### src/rtl/bcd_serial_add_ctrl.sv
// Digit-serial packed-BCD adder: one shared 4-bit decimal digit stage processes
// one digit per clock, least-significant first, with start/ready/busy/done handshake.
module bcd_serial_add_ctrl #(
  parameter int NDIG = 4
) (
  input  logic              clk,
  input  logic              rst,
  input  logic              start,
  input  logic [4*NDIG-1:0] a,
  input  logic [4*NDIG-1:0] b,
  input  logic              cin,
  output logic              ready,
  output logic              busy,
  output logic              done,
  output logic [4*NDIG-1:0] sum,
  output logic              cout,
  output logic              err
);

  localparam int IW = (NDIG > 1) ? $clog2(NDIG) : 1;
  localparam logic [IW-1:0] LAST_IDX = IW'(NDIG - 1);

  typedef enum logic [1:0] {IDLE, ADD, DONE} state_t;

  state_t            state_reg, state_next;
  logic [4*NDIG-1:0] a_reg, b_reg;
  logic              cin_reg;
  logic [IW-1:0]     idx_reg;
  logic              carry_reg;
  logic              cout_reg;
  logic              err_reg;

  logic              accept;
  logic              step;
  logic              last;
  logic [3:0]        ad, bd, dig_val;
  logic              c_in, dig_carry;
  logic [4:0]        t;

  always_ff @(posedge clk) begin
    if (rst) state_reg <= IDLE;
    else     state_reg <= state_next;
  end

  always_comb begin
    state_next = state_reg;
    case (state_reg)
      IDLE:    if (start) state_next = ADD;
      ADD:     if (idx_reg == LAST_IDX) state_next = DONE;
      DONE:    state_next = IDLE;
      default: state_next = IDLE;
    endcase
  end

  assign accept = (state_reg == IDLE) && start;
  assign step   = (state_reg == ADD);
  assign last   = (idx_reg == LAST_IDX);

  // Select the captured operand digits for the current index.
  always_comb begin
    ad = '0;
    bd = '0;
    for (int i = 0; i < NDIG; i++) begin
      if (idx_reg == IW'(i)) begin
        ad = a_reg[4*i +: 4];
        bd = b_reg[4*i +: 4];
      end
    end
  end

  // Digit 0 takes the captured carry-in; later digits take the registered carry.
  assign c_in = (idx_reg == '0) ? cin_reg : carry_reg;
  assign t    = {1'b0, ad} + {1'b0, bd} + {4'b0, c_in};

  always_comb begin
    dig_val   = t[3:0];
    dig_carry = 1'b0;
    if (t > 5'd9) begin
      dig_val   = t[3:0] + 4'd6;
      dig_carry = 1'b1;
    end
  end

  always_ff @(posedge clk) begin
    if (rst) begin
      a_reg     <= '0;
      b_reg     <= '0;
      cin_reg   <= 1'b0;
      idx_reg   <= '0;
      carry_reg <= 1'b0;
      cout_reg  <= 1'b0;
      err_reg   <= 1'b0;
    end else if (accept) begin
      a_reg     <= a;
      b_reg     <= b;
      cin_reg   <= cin;
      idx_reg   <= '0;
      carry_reg <= 1'b0;
      cout_reg  <= 1'b0;
      err_reg   <= 1'b0;
    end else if (step) begin
      carry_reg <= dig_carry;
      if ((ad > 4'd9) || (bd > 4'd9)) err_reg <= 1'b1;
      if (last) begin
        cout_reg <= dig_carry;
        idx_reg  <= '0;
      end else begin
        idx_reg  <= idx_reg + IW'(1);
      end
    end
  end

  // Each result digit is its own register, written only when the index selects it.
  generate
    for (genvar gi = 0; gi < NDIG; gi++) begin : g_dig
      logic [3:0] dig_reg;
      always_ff @(posedge clk) begin
        if (rst || accept)                       dig_reg <= '0;
        else if (step && (idx_reg == IW'(gi)))   dig_reg <= dig_val;
      end
      assign sum[4*gi +: 4] = dig_reg;
    end
  endgenerate

  assign ready = (state_reg == IDLE);
  assign busy  = (state_reg == ADD);
  assign done  = (state_reg == DONE);
  assign cout  = cout_reg;
  assign err   = err_reg;

endmodule
### config.mk
export PLATFORM = sky130hd
export DESIGN_NAME = bcd_serial_add_ctrl
export DESIGN_NICKNAME = d
export VERILOG_FILES = /design/src/rtl/bcd_serial_add_ctrl.sv
export SDC_FILE = /design/constraint.sdc
export NUM_CORES = 1
export LEC_CHECK = 0
export ABC_CLOCK_PERIOD_IN_PS = 3800
export BUFFER_PORTS_ARGS = -buffer_cell sky130_fd_sc_hd__buf_4
export CAP_MARGIN = 15
export CELL_PAD_IN_SITES_DETAIL_PLACEMENT = 2
export CELL_PAD_IN_SITES_GLOBAL_PLACEMENT = 2
export CORE_MARGIN = 10
export CORE_UTILIZATION = 31
export CTS_CLUSTER_SIZE = 8
export DETAILED_ROUTE_END_ITERATION = 10
export PLACE_DENSITY_LB_ADDON = 0.08
export RECOVER_POWER = 25
export SETUP_SLACK_MARGIN = 0.1
export SYNTH_ARGS = -nofsm -noshare
export SYNTH_HDL_FRONTEND = slang
export SYNTH_SLANG_ARGS = --single-unit
### constraint.sdc
create_clock -name clk -period 3.8 [get_ports clk]
set_input_delay 0.57 -clock clk [delete_from_list [all_inputs] [get_ports clk]]
set_output_delay 0.57 -clock clk [all_outputs]
set_load 0.03 [all_outputs]
==> After elaboration in Yosys (flattened, before gate mapping) <==
Index checks and enable logic that the tools add are counted.
{ "totals": {"inputBits": 36, "ramBits": 0, "out_inout_bits": 21, "elab_cells": 54, "latch_bits": 0, "n_memories": 0, "regBits": 56, "mem_bits_ro": 0} }
{ "op_classes": {"n_div": 0, "multipliers": 0, "muxes": 15, "n_eq_ne": 7, "n_bitwise": 0, "n_lt_le_gt_ge": 3, "shift": 0, "reduce_logical": 13, "addsub": 4} }
{ "op_table": {"columns": ["op", "count"], "rows": [
  ["$mux W4", 9],
  ["$gt A4 B4 Y1 const B", 2],
  ["$eq A2 B2 Y1 const B", 3],
  ["$mux W2", 3],
  ["$reduce_and A2 Y1", 3],
  ["$add A4 B4 Y5", 1],
  ["$add A5 B1 Y5", 1],
  ["$gt A5 B4 Y1 const B", 1],
  ["$logic_and A1 B1 Y1", 5],
  ["$add A4 B3 Y4 const B", 1],
  ["$eq A2 B1 Y1 const B", 2],
  ["$logic_not A2 Y1", 2],
  ["$pmux W2 S2", 1],
  ["$add A2 B1 Y2 const B", 1],
  ["$logic_or A1 B1 Y1", 2],
  ["$mux W1", 2],
  ["$ne A2 B1 Y1 const B", 1],
  ["$ne A2 B2 Y1 const B", 1],
  ["$reduce_or A2 Y1", 1]
]} }

==> Depth between registers and ports, before layout <==
Gate-level depths: netlist of the first run.
{ "depth": {"ltp_word": 9, "depth_mapped": 17, "depth_no_buf": 16} }

==> Worst setup path after synthesis of the first run <==
Ideal clock, no wire load.
{ "synth_timing": {"kind": "reg2reg", "from": "reg idx_reg[1]", "to": "reg g_dig[3].dig_reg[2]", "setup_slack_ps": 328, "path_stages_with_launch": 18, "n_path_buf": 1, "period_less_slack_ps": 3472, "t_arrival_ps": 3385, "t_required_ps": 3713, "setup_time_ps": 87, "cell_sequence": "dfxtp_1 inv_1 ha_1 buf_4 nand3b_1 a21oi_1 a21oi_1 nor2_1 a21oi_1 fa_1 fa_1 xor2_1 ha_1 nand2_1 and4_1 o31ai_1 o21ai_1 o31ai_1"} }
{ "synth_between": {"elab_chain_len": 9, "elab_cells_between_ends": 19, "cone_classes": "3 x add/sub; 1 x order compare; 3 x eq/ne; 10 x mux; 2 x reduce/logical"} }
{ "synth_rtl": {"columns": ["item", "line", "rtl"], "rows": [
  ["start, declared", "28", "logic [IW-1:0] idx_reg;"],
  ["start signal, assigned", "108", "idx_reg <= idx_reg + IW'(1);"],
  ["$logic_not A2 Y1", "64, 72", null],
  ["$mux W4 (4 in a row)", "64", "if (idx_reg == IW'(i)) begin"],
  ["$add A4 B4 Y5", "73", "assign t = {1'b0, ad} + {1'b0, bd} + {4'b0, c_in};"],
  ["$add A5 B1 Y5", "73", null],
  ["$add A4 B3 Y4 or $gt A5 B4 Y1 (tied branches)", "79, 78", null],
  ["$mux W4", "78", "if (t > 5'd9) begin"],
  ["end signal, assigned", "119", "else if (step && (idx_reg == IW'(gi))) dig_reg <= dig_val;"],
  ["end, declared", "116", "logic [3:0] dig_reg;"]
]} }
Several ways; a longest one is shown, not always the timed one.
A chain may end at the register's enable or synchronous reset.

==> Worst setup path in the final report of the first run <==
{ "layout_timing": {"from": "reg idx_reg[1]", "to": "reg g_dig[0].dig_reg[1]"} }
{ "layout_between": {"elab_chain_len": 9, "elab_cells_between_ends": 19, "cone_classes": "3 x add/sub; 1 x order compare; 3 x eq/ne; 10 x mux; 2 x reduce/logical"} }
{ "layout_rtl": {"columns": ["item", "line"], "rows": [
  ["$logic_not A2 Y1", "64, 72, 119"],
  ["$mux W4 (4 in a row)", "64"],
  ["$add A4 B4 Y5", "73"],
  ["$add A5 B1 Y5", "73"],
  ["$add A4 B3 Y4 or $gt A5 B4 Y1 (tied branches)", "79, 78"],
  ["$mux W4", "78"],
  ["end signal, assigned", "119"],
  ["end, declared", "116"]
]} }
Several ways; a longest one is shown, not always the timed one.

==> results of run 1 <==
-- power by group through the flow --
stage          logic (W)  clock network, W  registers, W
2_1_floorplan   0.000165                 0      0.000646
3_3_place_gp    0.000260                 0      0.000646
3_5_place_dp    0.000267                 0      0.000646
4_1_cts         0.000281          0.000412      0.000633
5_1_grt         0.000318          0.000425      0.000637
6_report        0.000285          0.000396      0.000633
-- synth_stat cells, drive strengths merged --
| library cell | number | area (µm²) |
|---|---|---|
| fa | 2 | 40.0 |
| nor2 | 15 | 63.8 |
| a21oi | 63 | 319 |
| and3b | 1 | 8.76 |
| a311oi | 2 | 17.5 |
| clkbuf | 12 | 55.1 |
| nor4b | 1 | 8.76 |
| and2 | 6 | 37.5 |
| o21ai | 19 | 95.1 |
| dfxtp | 56 | 1120 |
| a22oi | 2 | 15.0 |
| nor2b | 2 | 12.5 |
| xor2 | 2 | 17.5 |
| nand3 | 2 | 10.0 |
| nand2 | 83 | 312 |
| o31ai | 2 | 15.0 |
| a211oi | 4 | 30.0 |
| nor3b | 1 | 7.51 |
| and4 | 1 | 8.76 |
| buf | 10 | 61.3 |
| a22o | 1 | 8.76 |
| nor4 | 1 | 6.26 |
| a2111oi | 1 | 8.76 |
| a2bb2oi | 1 | 8.76 |
| mux2i | 4 | 40.0 |
| ha | 8 | 100 |
| o21bai | 1 | 7.51 |
| nand2b | 5 | 31.3 |
| inv | 12 | 45.0 |
| or3b | 1 | 8.76 |
| a221o | 1 | 10.0 |
| nand3b | 8 | 60.1 |
| a221oi | 3 | 38.8 |
-- metal layers --
metal | vias up | routed length (µm) | global-route usage
met4 | 0 | 42 | 0.0355
met3 | 2 | 317 | 0.0229
met1 | 1202 | 3840 | 0.161
li1 | 1222 | - | -
met5 | - | 0 | 0
met2 | 48 | 4160 | 0.228
-- metrics by stage --
step	total power, W	utilization	cells	hold WS, ns
after CTS	0.00133	0.398	490	0.474
after global routing	0.00138	0.398	490	0.495
after global placement	0.000905	0.382	482	0.448
after detailed placement	0.000913	0.382	482	0.458
after floorplan	0.000811	-	333	0.432
final	0.00131	0.398	490	0.469
-- area by class of cell --
| cell class | instances | area, µm² |
|---|---|---|
| inverters | 12 | 45.0 |
| clock buffers | 6 | 72.6 |
| clock inverters | 2 | 35.0 |
| repair buffers | 66 | 462 |
| multi-input cells | 243 | 1400 |
| well taps | 105 | 131 |
| fillers | 982 | 4950 |
| flip-flops and latches | 56 | 1120 |
-- critical path: stages, from the launching register on --
cell and delay (ns):
dfxtp_2 0.37, inv_1 0.09, ha_4 0.21, nand3b_1 0.18
a21oi_2 0.14, a21oi_1 0.05, nor2_1 0.10, a21oi_1 0.07
fa_2 0.41, fa_2 0.37, xor2_2 0.18, ha_4 0.19
a221oi_2 0.38, nor4_1 0.11, a221oi_2 0.34, a21oi_1 0.12
-- path summary, 6_finish.rpt --
| check | start | end | slack [ns] | depth (start not counted) |
|---|---|---|---|---|
| setup reg to reg | idx_reg[1]$_SDFFE_PP0P_ | g_dig[0].dig_reg[1]$_SDFFE_PP0P_ | 0.35 | 15 |
| setup / recovery | idx_reg[1]$_SDFFE_PP0P_ | g_dig[0].dig_reg[1]$_SDFFE_PP0P_ | 0.35 | 15 |
| hold reg to reg | a_reg[1]$_SDFFE_PP0P_ | a_reg[1]$_SDFFE_PP0P_ | 0.47 | 2 |
| hold / removal | a_reg[1]$_SDFFE_PP0P_ | a_reg[1]$_SDFFE_PP0P_ | 0.47 | 2 |
-- cells by family (layout without fill, tap and decap cells) --
family | count (synthesis) | after routing | synth area share
AND/OR/NAND/NOR | 127 | 127 | 0.219
flip-flops | 56 | 56 | 0.426
adder cells (fa/ha/maj) | 10 | 10 | 0.0533
AO/OA/AOI/OAI | 100 | 100 | 0.218
buffers and inverters | 34 | 86 | 0.0614
multiplexers | 4 | 4 | 0.0152
XOR/XNOR | 2 | 2 | 0.00666
-- what timing repair did --
action                                  CTS  global route
pin swaps                                 2             1
setup buffers                             0             0
endpoints found under the setup margin    8             9
hold buffers                              0             0
gates resized for setup                   4             9
==> metrics.txt, run 1 <==
status=completed; TNS Setup=0 ns; Avg WL per Cell=17.1 µm; Setup crit end kind=register; syn avg cell area=7.90 µm²; P_int=0.000929 W; Hold Violations, Final=0; final worst slack=0.350 ns; Ys Warns=0; max-cap violation count=0; CTS tree=done; Gate power share=0.217; post-synthesis sequential area ratio=0.426; Placement Cell Area=3140 µm²; Synth-to-Final Area Change=24.3%; Routed WL=8370 µm; Die Height=112 µm; # diodes=0; Die W=112 µm; commonest non-fill, non-tap cell in the layout=nand2_1; Placer Congestion=0.791; CP startpoint kind=register; post-route minimum period=3.45 ns; Leak=1.32 nW; final period utilization=0.908; Sw Share=0.293; vias in the first global route=2705; Final Skew=0.0115 ns; slew of the pin with the lowest slew margin=1.46 ns; ANT nets after route=0; Setup WS pre-CTS=0.0193 ns; Reg power frac=0.482; Data arrival, critical path=3.65 ns; GRT Overall Usage=0.131; power density cells=402 nW/µm²; clk sinks=56; Net Switching=0.000385 W; Crit Path Max Fanout=12; H-tree lvl count=2; Core ar.=8220 µm²; RSZ-0062 raised after global routing=yes; layout net count=430; Max rail drop VDD=0.142 mV; post-synth cell types=40; most frequent cells in the layout=83 x nand2_1, 61 x a21oi_1, 57 x buf_4; DR vias=2474; HP Class=register to register; syn nets=379; PortBufs=56; Cells after Synth=333; synthesized area=2630 µm²; CP required=4.00 ns; Yosys reg bits=56; DRT iter0 DRCs=95; Final setup violation count=0; DR pass1 iterations=4; global-route wire length before repair=13900 µm; Worst-path clk slew=0.11 ns; Clk pwr share=0.301; Ports=57; Max Freq=0.290 GHz; Clock Tree Buf Depth=2; # DRC=0; design area=3270 µm²; routed vias/inst=5.05; total CTS buffers=5; max_slew headroom=0.0272; share of cells above drive strength 1=0.205; clock root buffer=clkbuf_8; Post-DP HPWL=6210 µm; Die Area=12600 µm²; pin count of the biggest net entering global routing=41; GRT Residual Overflow=0; max-slew violations=0; row cnt=33; CP Class=register to register; Initial Utilization=0.320; Worst-Skew Late Latency=0.31 ns; initial antenna violation count=0
No activity file was read; power rests on OpenSTA's default activity.
==> run 2, diff against run 1 <==
--- a/config.mk
+++ b/config.mk
@@ -5,13 +5,14 @@
 export SDC_FILE = /design/constraint.sdc
 export NUM_CORES = 1
 export LEC_CHECK = 0
-export ABC_CLOCK_PERIOD_IN_PS = 3800
+export ABC_AREA = 1
+export ABC_CLOCK_PERIOD_IN_PS = 2930
 export BUFFER_PORTS_ARGS = -buffer_cell sky130_fd_sc_hd__buf_4
 export CAP_MARGIN = 15
 export CELL_PAD_IN_SITES_DETAIL_PLACEMENT = 2
 export CELL_PAD_IN_SITES_GLOBAL_PLACEMENT = 2
 export CORE_MARGIN = 10
-export CORE_UTILIZATION = 31
+export CORE_UTILIZATION = 26
 export CTS_CLUSTER_SIZE = 8
 export DETAILED_ROUTE_END_ITERATION = 10
 export PLACE_DENSITY_LB_ADDON = 0.08
==> constraint.sdc (replaced) <==
create_clock -name clk -period 2.93 [get_ports clk]
set_input_delay 0.4395 -clock clk [delete_from_list [all_inputs] [get_ports clk]]
set_output_delay 0.4395 -clock clk [all_outputs]
set_load 0.03 [all_outputs]
==> run 2 against run 1 <==
Against the previous run: the run now ends with setup timing left; final area increased by 12%; hold slack worse by 0.18 ns; flip-flop and latch count is the same; setup slack got worse by 0.44 ns; final cell count grew 20%; area after synthesis increased by 1.8%; power grew 53%; critical path depth increased by 2; sequential power is 32% higher.
==> metrics.txt, run 2 <==
Crit Path Max Fanout=5 (-7); final period utilization=1.03 (+0.124); top_reg_cell synth=dfxtp_1; Worst path max stage delay=0.45 ns (+0.04 ns); Ports=57 (unchanged); Crit-path slowest cell=fa_2; Synth-to-Final Area Change=36.6%; most frequent cells in the layout=61 x buf_4, 60 x nor2_1, 60 x nand2_1; post-synth top area cell=dfxtp_1; Setup crit end kind=register; HP Class=input pin to register; worst flop-to-flop path endpoint=g_dig[2].dig_reg[2]$_SDFFE_PP0P_; CP startpoint kind=register; H-tree lvl count=2 (unchanged); worst reg-to-reg path cell count=17 (+2); Core ar.=9910 µm² (+21%); GRT Residual Overflow=0 (unchanged); final worst slack=-0.0922 ns (-0.442 ns); vias in the first global route=2873 (+6.2%); # DRC=0 (unchanged); ANT nets after route=0 (unchanged); Hold Slack=0.294 ns (-0.175 ns); Reg2Reg Setup Slack=-0.09 ns (-0.44 ns); initial antenna violation count=0 (unchanged); clock root buffer=clkbuf_8; post-synthesis sequential area ratio=0.419 (-0.00737); CP required=3.16 ns (-0.84 ns); commonest non-fill, non-tap cell in the layout=buf_4; routed vias/inst=4.50 (-11%); Hold Buf Count CTS=0 (unchanged); max_slew headroom=0.506 (+0.479); asr flop ratio synth=0 (unchanged); largest cells by area after synthesis=dfxtp_1 42%, nand2_1 8.7%, inv_1 8.6%, nor2_1 8.6%, a21oi_1 8.4%; Worst Hold End=state_reg[0]$_SDFFE_PP0P_; GRT Overall Usage=0.121 (-0.00989); TNS Setup=-0.843 ns (-0.843 ns); CP cell instances=inv_4, ha_4, nor2_4, a22oi_1, a21oi_1, a21oi_2, fa_2, fa_2, xor2_4, ha_4, nand2_4, nand3_4, nand2_8, nand2_8, nand3_4, nand2_1, inv_1; CP Class=register to register; Die Area=14800 µm² (+17%); Setup WS pre-CTS=-0.103 ns (-0.122 ns); Cells after Synth=385 (+16%); Avg WL per Cell=14.9 µm (-13%); Max rail drop VDD=0.225 mV (+58%); layout net count=499 (+16%); Routed WL=8760 µm (+4.7%); total CTS buffers=5 (unchanged); Post-synth EDFFs=0 (unchanged); Data arrival, critical path=3.25 ns (-0.40 ns); row cnt=36 (+9.1%); share of cells above drive strength 1=0.258 (+0.0525); # diodes=0 (unchanged); PortBufs=56 (unchanged); Clock Tree Buf Depth=2 (unchanged); Placer Congestion=0.753 (-4.8%); DR vias=2640 (+6.7%); global-route wire length before repair=14600 µm (+5.0%); Final setup violation count=14 (+14); worst r2r src=idx_reg[1]$_SDFFE_PP0P_; most frequent cell after synthesis=nand2_1; CTS tree=done; Hold Violations, Final=0 (unchanged); Worst-path clk slew=0.11 ns (about the same); slew of the pin with the lowest slew margin=0.739 ns (-0.720 ns); Max Freq=0.331 GHz (+14%); pin count of the biggest net entering global routing=35 (-15%); syn nets=431 (+14%); post-route minimum period=3.02 ns (-0.428 ns); synthesized area=2680 µm² (+1.8%); RSZ-0062 raised after global routing=yes; most frequent cells after synthesis=62 x nand2_1, 61 x inv_1, 61 x nor2_1; Worst-Skew Late Latency=0.32 ns (about the same); Die Height=121 µm (+8.3%); Yosys reg bits=56 (unchanged); status=finished with violations; power density cells=551 nW/µm² (+37%); Ys Warns=0 (unchanged); DR pass1 iterations=4 (unchanged); post-synth cell types=22 (-45%); Post-DP HPWL=6810 µm (+9.7%); Final Skew=0.00673 ns (-0.00476 ns); hold path startpoint=rst; hold path depth=2 (unchanged); Die W=121 µm (+8.3%); DRT iter0 DRCs=62 (-35%); clk sinks=56 (unchanged); share of the synthesized area in the top cell type=0.419 (-0.00737); Leak=1.62 nW (+23%); Initial Utilization=0.270 (-0.0500); max-slew violations=0 (unchanged); max-cap violation count=0 (unchanged); failing checks=setup timing; syn avg cell area=6.95 µm² (-12%)
-- run 2: how the worst max path moves through the flow --
stage,startpoint,to
floorplan,idx_reg[1]$_SDFFE_PP0P_,g_dig[0].dig_reg[1]$_SDFFE_PP0P_
global placement,idx_reg[0]$_SDFFE_PP0P_,g_dig[2].dig_reg[2]$_SDFFE_PP0P_
detailed placement,idx_reg[0]$_SDFFE_PP0P_,g_dig[2].dig_reg[2]$_SDFFE_PP0P_
CTS,idx_reg[0]$_SDFFE_PP0P_,g_dig[2].dig_reg[2]$_SDFFE_PP0P_
global route,idx_reg[1]$_SDFFE_PP0P_,g_dig[3].dig_reg[2]$_SDFFE_PP0P_
finish,idx_reg[1]$_SDFFE_PP0P_,g_dig[2].dig_reg[2]$_SDFFE_PP0P_
-- run 2: final cells by class --
type / instances / area, µm²
timing repair buffer: 75 / 510
clock buffer: 5 / 68.8
tap: 133 / 166
clock inverter: 3 / 26.3
inverter: 62 / 249
fill: 1213 / 6250
sequential: 56 / 1130
multi-input combinational: 253 / 1510
-- run 2: cell families after synthesis --
family | share of synthesized area
AOI/OAI and AO/OA | 0.171
and+or+nand+nor | 0.240
xor gates and xnor gates | 0.00608
adders and majority gates | 0.0524
buffers and inverters | 0.112
DFF | 0.419
-- run 2: power by group --
| group | internal, W | switching (W) |
|---|---|---|
| Clock | 0.000177 | 0.000280 |
| Sequential | 0.000808 | 0.0000276 |
| Combinational | 0.000280 | 0.000444 |
-- run 2: per-layer routing --
layer | share of wire | vias up | GRT usage | wire [µm]
met4 | 0.0066 | 0 | 0.0246 | 58
met2 | 0.46 | 36 | 0.192 | 4050
met1 | 0.49 | 1252 | 0.162 | 4330
met5 | 0 | - | 0 | 0
li1 | - | 1346 | - | -
met3 | 0.037 | 6 | 0.0293 | 325
-- run 2: timing repair --
| action | 4_1_cts | 5_1_grt |
|---|---|---|
| gates resized for setup | 10 | 23 |
| buffers inserted | 3 | 4 |
| endpoints found under the setup margin | 14 | 14 |
| pin swaps | 3 | 16 |
| hold endpoints to repair | 0 | 0 |
-- run 2: critical path, delay by kind of cell (launching register included) --
kind / cells / cell delay (ns)
AO/OA/AOI/OAI: 3 / 0.31
XOR/XNOR: 1 / 0.21
adder cells (fa/ha/maj): 4 / 1.22
buffers and inverters: 2 / 0.09
flip-flops: 1 / 0.40
AND/OR/NAND/NOR: 7 / 0.68
-- run 2: through the flow --
stage                     instances  power, W  utilization  area, µm²
after floorplan                 385   0.00125            -       2810
after global placement          572   0.00142        0.345       3410
after detailed placement        572   0.00144        0.345       3410
after CTS                       583   0.00194        0.360       3570
after global routing            587   0.00216        0.369       3650
final                           587   0.00202        0.369       3650
==> run 3, diff against run 2 <==
--- a/config.mk
+++ b/config.mk
@@ -6,13 +6,13 @@
 export NUM_CORES = 1
 export LEC_CHECK = 0
 export ABC_AREA = 1
-export ABC_CLOCK_PERIOD_IN_PS = 2930
-export BUFFER_PORTS_ARGS = -buffer_cell sky130_fd_sc_hd__buf_4
+export ABC_CLOCK_PERIOD_IN_PS = 3200
+export BUFFER_PORTS_ARGS = -buffer_cell sky130_fd_sc_hd__buf_2
 export CAP_MARGIN = 15
 export CELL_PAD_IN_SITES_DETAIL_PLACEMENT = 2
 export CELL_PAD_IN_SITES_GLOBAL_PLACEMENT = 2
 export CORE_MARGIN = 10
-export CORE_UTILIZATION = 26
+export CORE_UTILIZATION = 29
 export CTS_CLUSTER_SIZE = 8
 export DETAILED_ROUTE_END_ITERATION = 10
 export PLACE_DENSITY_LB_ADDON = 0.08
==> constraint.sdc (replaced) <==
create_clock -name clk -period 3.2 [get_ports clk]
set_input_delay 0.48 -clock clk [delete_from_list [all_inputs] [get_ports clk]]
set_output_delay 0.48 -clock clk [all_outputs]
set_load 0.03 [all_outputs]
==> run 3 against run 2 <==
Against the previous run: the flow now finishes without violations; die area shrank 8.7%; via count up 1.4%; wire length increased by 6.5%; utilization increased by 2.6 points; power fell by 7.7%; sequential power is 8.4% lower; non-clock buffer count up 1; sequential share of layout area is 1.4 points higher; clock power grew 3%; critical path type unchanged; largest cell class unchanged.
==> metrics.txt, run 3 (same netlist as run 2, synthesis figures left out) <==
status=completed; Leak=1.56 nW (-3.3%); Max Freq=0.323 GHz (-2.2%); ANT nets after route=0 (unchanged); initial antenna violation count=0 (unchanged); Hold Slack=0.368 ns (+0.0737 ns); Crit path max-delay family=adder cells; power density cells=533 nW/µm² (-3.4%); Hold Violations, Final=0 (unchanged); Worst-Skew Late Latency=0.31 ns (about the same); DR pass1 iterations=4 (unchanged); GRT Overall Usage=0.140 (+0.0187); commonest non-fill, non-tap cell in the layout=nor2_1; placed instance count=546 (-4.5%); Initial Utilization=0.302 (+0.0324); max_slew headroom=0.106 (-0.400); Setup crit end kind=register; DRT iter0 DRCs=113 (+82%); CTS tree=done; max-slew violations=0 (unchanged); # DRC=0 (unchanged); Ports=57 (unchanged); worst reg-to-reg path cell count=17 (unchanged); DR vias=2677 (+1.4%); global-route wire length before repair=15200 µm (+4.3%); Final Skew=0.0101 ns (+0.00340 ns); Synth-to-Final Area Change=30.5%; slew of the pin with the lowest slew margin=1.34 ns (+0.602 ns); RSZ-0062 raised after global routing=yes; H-tree lvl count=2 (unchanged); CP cell instances=buf_6, ha_4, nor2_4, a22oi_2, a21oi_2, a21oi_2, fa_2, fa_2, xor2_2, ha_2, nand2_2, nand3_4, nand2_8, nand2_8, nand3_2, nand2_2, inv_1; Final setup violation count=0 (-14); Worst path max stage delay=0.41 ns (-0.04 ns); Die Area=13500 µm² (-8.7%); share of cells above drive strength 1=0.253 (-0.00496); total CTS buffers=5 (unchanged); Crit Path Max Fanout=5 (unchanged); CP startpoint kind=register; vias in the first global route=2929 (+1.9%); clk sinks=56 (unchanged); Worst-path clk slew=0.11 ns (about the same); PortBufs=56 (unchanged); Core ar.=8850 µm² (-11%); max-cap violation count=0 (unchanged); Max rail drop VDD=0.202 mV (-10%); Worst Path Buf+Inv=2 (unchanged); routed vias/inst=4.75 (+5.7%); Data arrival, critical path=3.31 ns (+0.06 ns); fin cells=563 (-4.1%); Crit-path slowest cell=fa_2; Die W=116 µm (-4.4%); hold path depth=2 (unchanged); cell depth of the worst setup path=17 (unchanged); layout net count=500 (+0.20%); Avg WL per Cell=16.6 µm (+11%); Routed WL=9330 µm (+6.5%); # diodes=0 (unchanged); CP Class=register to register; most frequent cells in the layout=60 x nor2_1, 57 x nand2_1, 54 x inv_1, 54 x dfxtp_1, 41 x a21oi_1; Placer Congestion=0.778 (+3.3%); pin count of the biggest net entering global routing=40 (+14%); Hold Buf Count CTS=0 (unchanged); Clock Tree Buf Depth=2 (unchanged); post-route minimum period=3.09 ns (+0.0695 ns); clock root buffer=clkbuf_8; GRT Residual Overflow=0 (unchanged); Die Height=116 µm (-4.4%); HP Class=input pin to register; final period utilization=0.966 (-0.0653); row cnt=34 (-5.6%); Post-DP HPWL=6860 µm (+0.73%); CP required=3.42 ns (+0.26 ns)
## run 3: changes by cell type in the layout (fill, tap and decap cells not counted), sizes merged
cell	change
clkbuf	+6
bufinv	+1
inv	-1
buf	-4
clkinvlp	-1
## run 3: area by class of cell
class	instances	area, µm²
Fill cell	1096	5360
Multi-Input combinational cell	253	1480
Sequential cell	56	1130
Timing Repair Buffer	76	412
Inverter	62	233
Tap cell	108	135
Clock buffer	6	72.6
Clock inverter	2	35.0
## run 3: path summary, 6_finish.rpt
kind	end	slack, ns	start
worst max-delay path	g_dig[2].dig_reg[2]$_SDFFE_PP0P_	0.11	idx_reg[0]$_SDFFE_PP0P_
worst min-delay path	state_reg[0]$_SDFFE_PP0P_	0.37	rst
worst max register to register	g_dig[2].dig_reg[2]$_SDFFE_PP0P_	0.11	idx_reg[0]$_SDFFE_PP0P_
worst min register to register	b_reg[11]$_SDFFE_PP0P_	0.46	b_reg[11]$_SDFFE_PP0P_
## run 3: through the flow
step | TNS (ns) | utilization | worst slack (ns) | area, µm² | power, W
2_1_floorplan | 0 | - | 0.136 | 2680 | 0.00107
3_3_place_gp | 0 | 0.351 | 0.00967 | 3110 | 0.00120
3_5_place_dp | -1.63 | 0.351 | -0.175 | 3110 | 0.00123
4_1_cts | 0 | 0.382 | 0.114 | 3380 | 0.00178
5_1_grt | -0.299 | 0.395 | -0.0602 | 3490 | 0.00197
6_report | 0 | 0.395 | 0.108 | 3490 | 0.00186
## run 3: timing repair
action / CTS / global route
cloned: 0 / 0
hold endpoints to repair: 0 / 0
endpoints found under the setup margin: 14 / 14
resized for setup: 35 / 24
setup buffers: 5 / 4
pin swaps: 12 / 19
## run 3: metal layers
layer,vias up,track usage,routed length [µm]
met5,-,0,0
met4,0,0.0225,48
met3,4,0.0315,337
met2,40,0.228,4260
met1,1282,0.187,4690
li1,1351,-,-
## run 3: where the power goes
group / internal (W) / switching, W / total (W)
clock: 0.000233 / 0.000236 / 0.000469
sequential: 0.000740 / 0.0000246 / 0.000765
combinational: 0.000212 / 0.000415 / 0.000627
total: 0.00118 / 0.000676 / 0.00186
## run 3: worst reg2reg max path: stages (launching register included)
cell and delay (ns):
dfxtp_4 0.37, buf_6 0.11, ha_4 0.16, nor2_4 0.15, a22oi_2 0.09, a21oi_2 0.16, a21oi_2 0.06, fa_2 0.41
fa_2 0.38, xor2_2 0.20, ha_2 0.24, nand2_2 0.08, nand3_4 0.14, nand2_8 0.11, nand2_8 0.12, nand3_2 0.08
nand2_2 0.10, inv_1 0.04
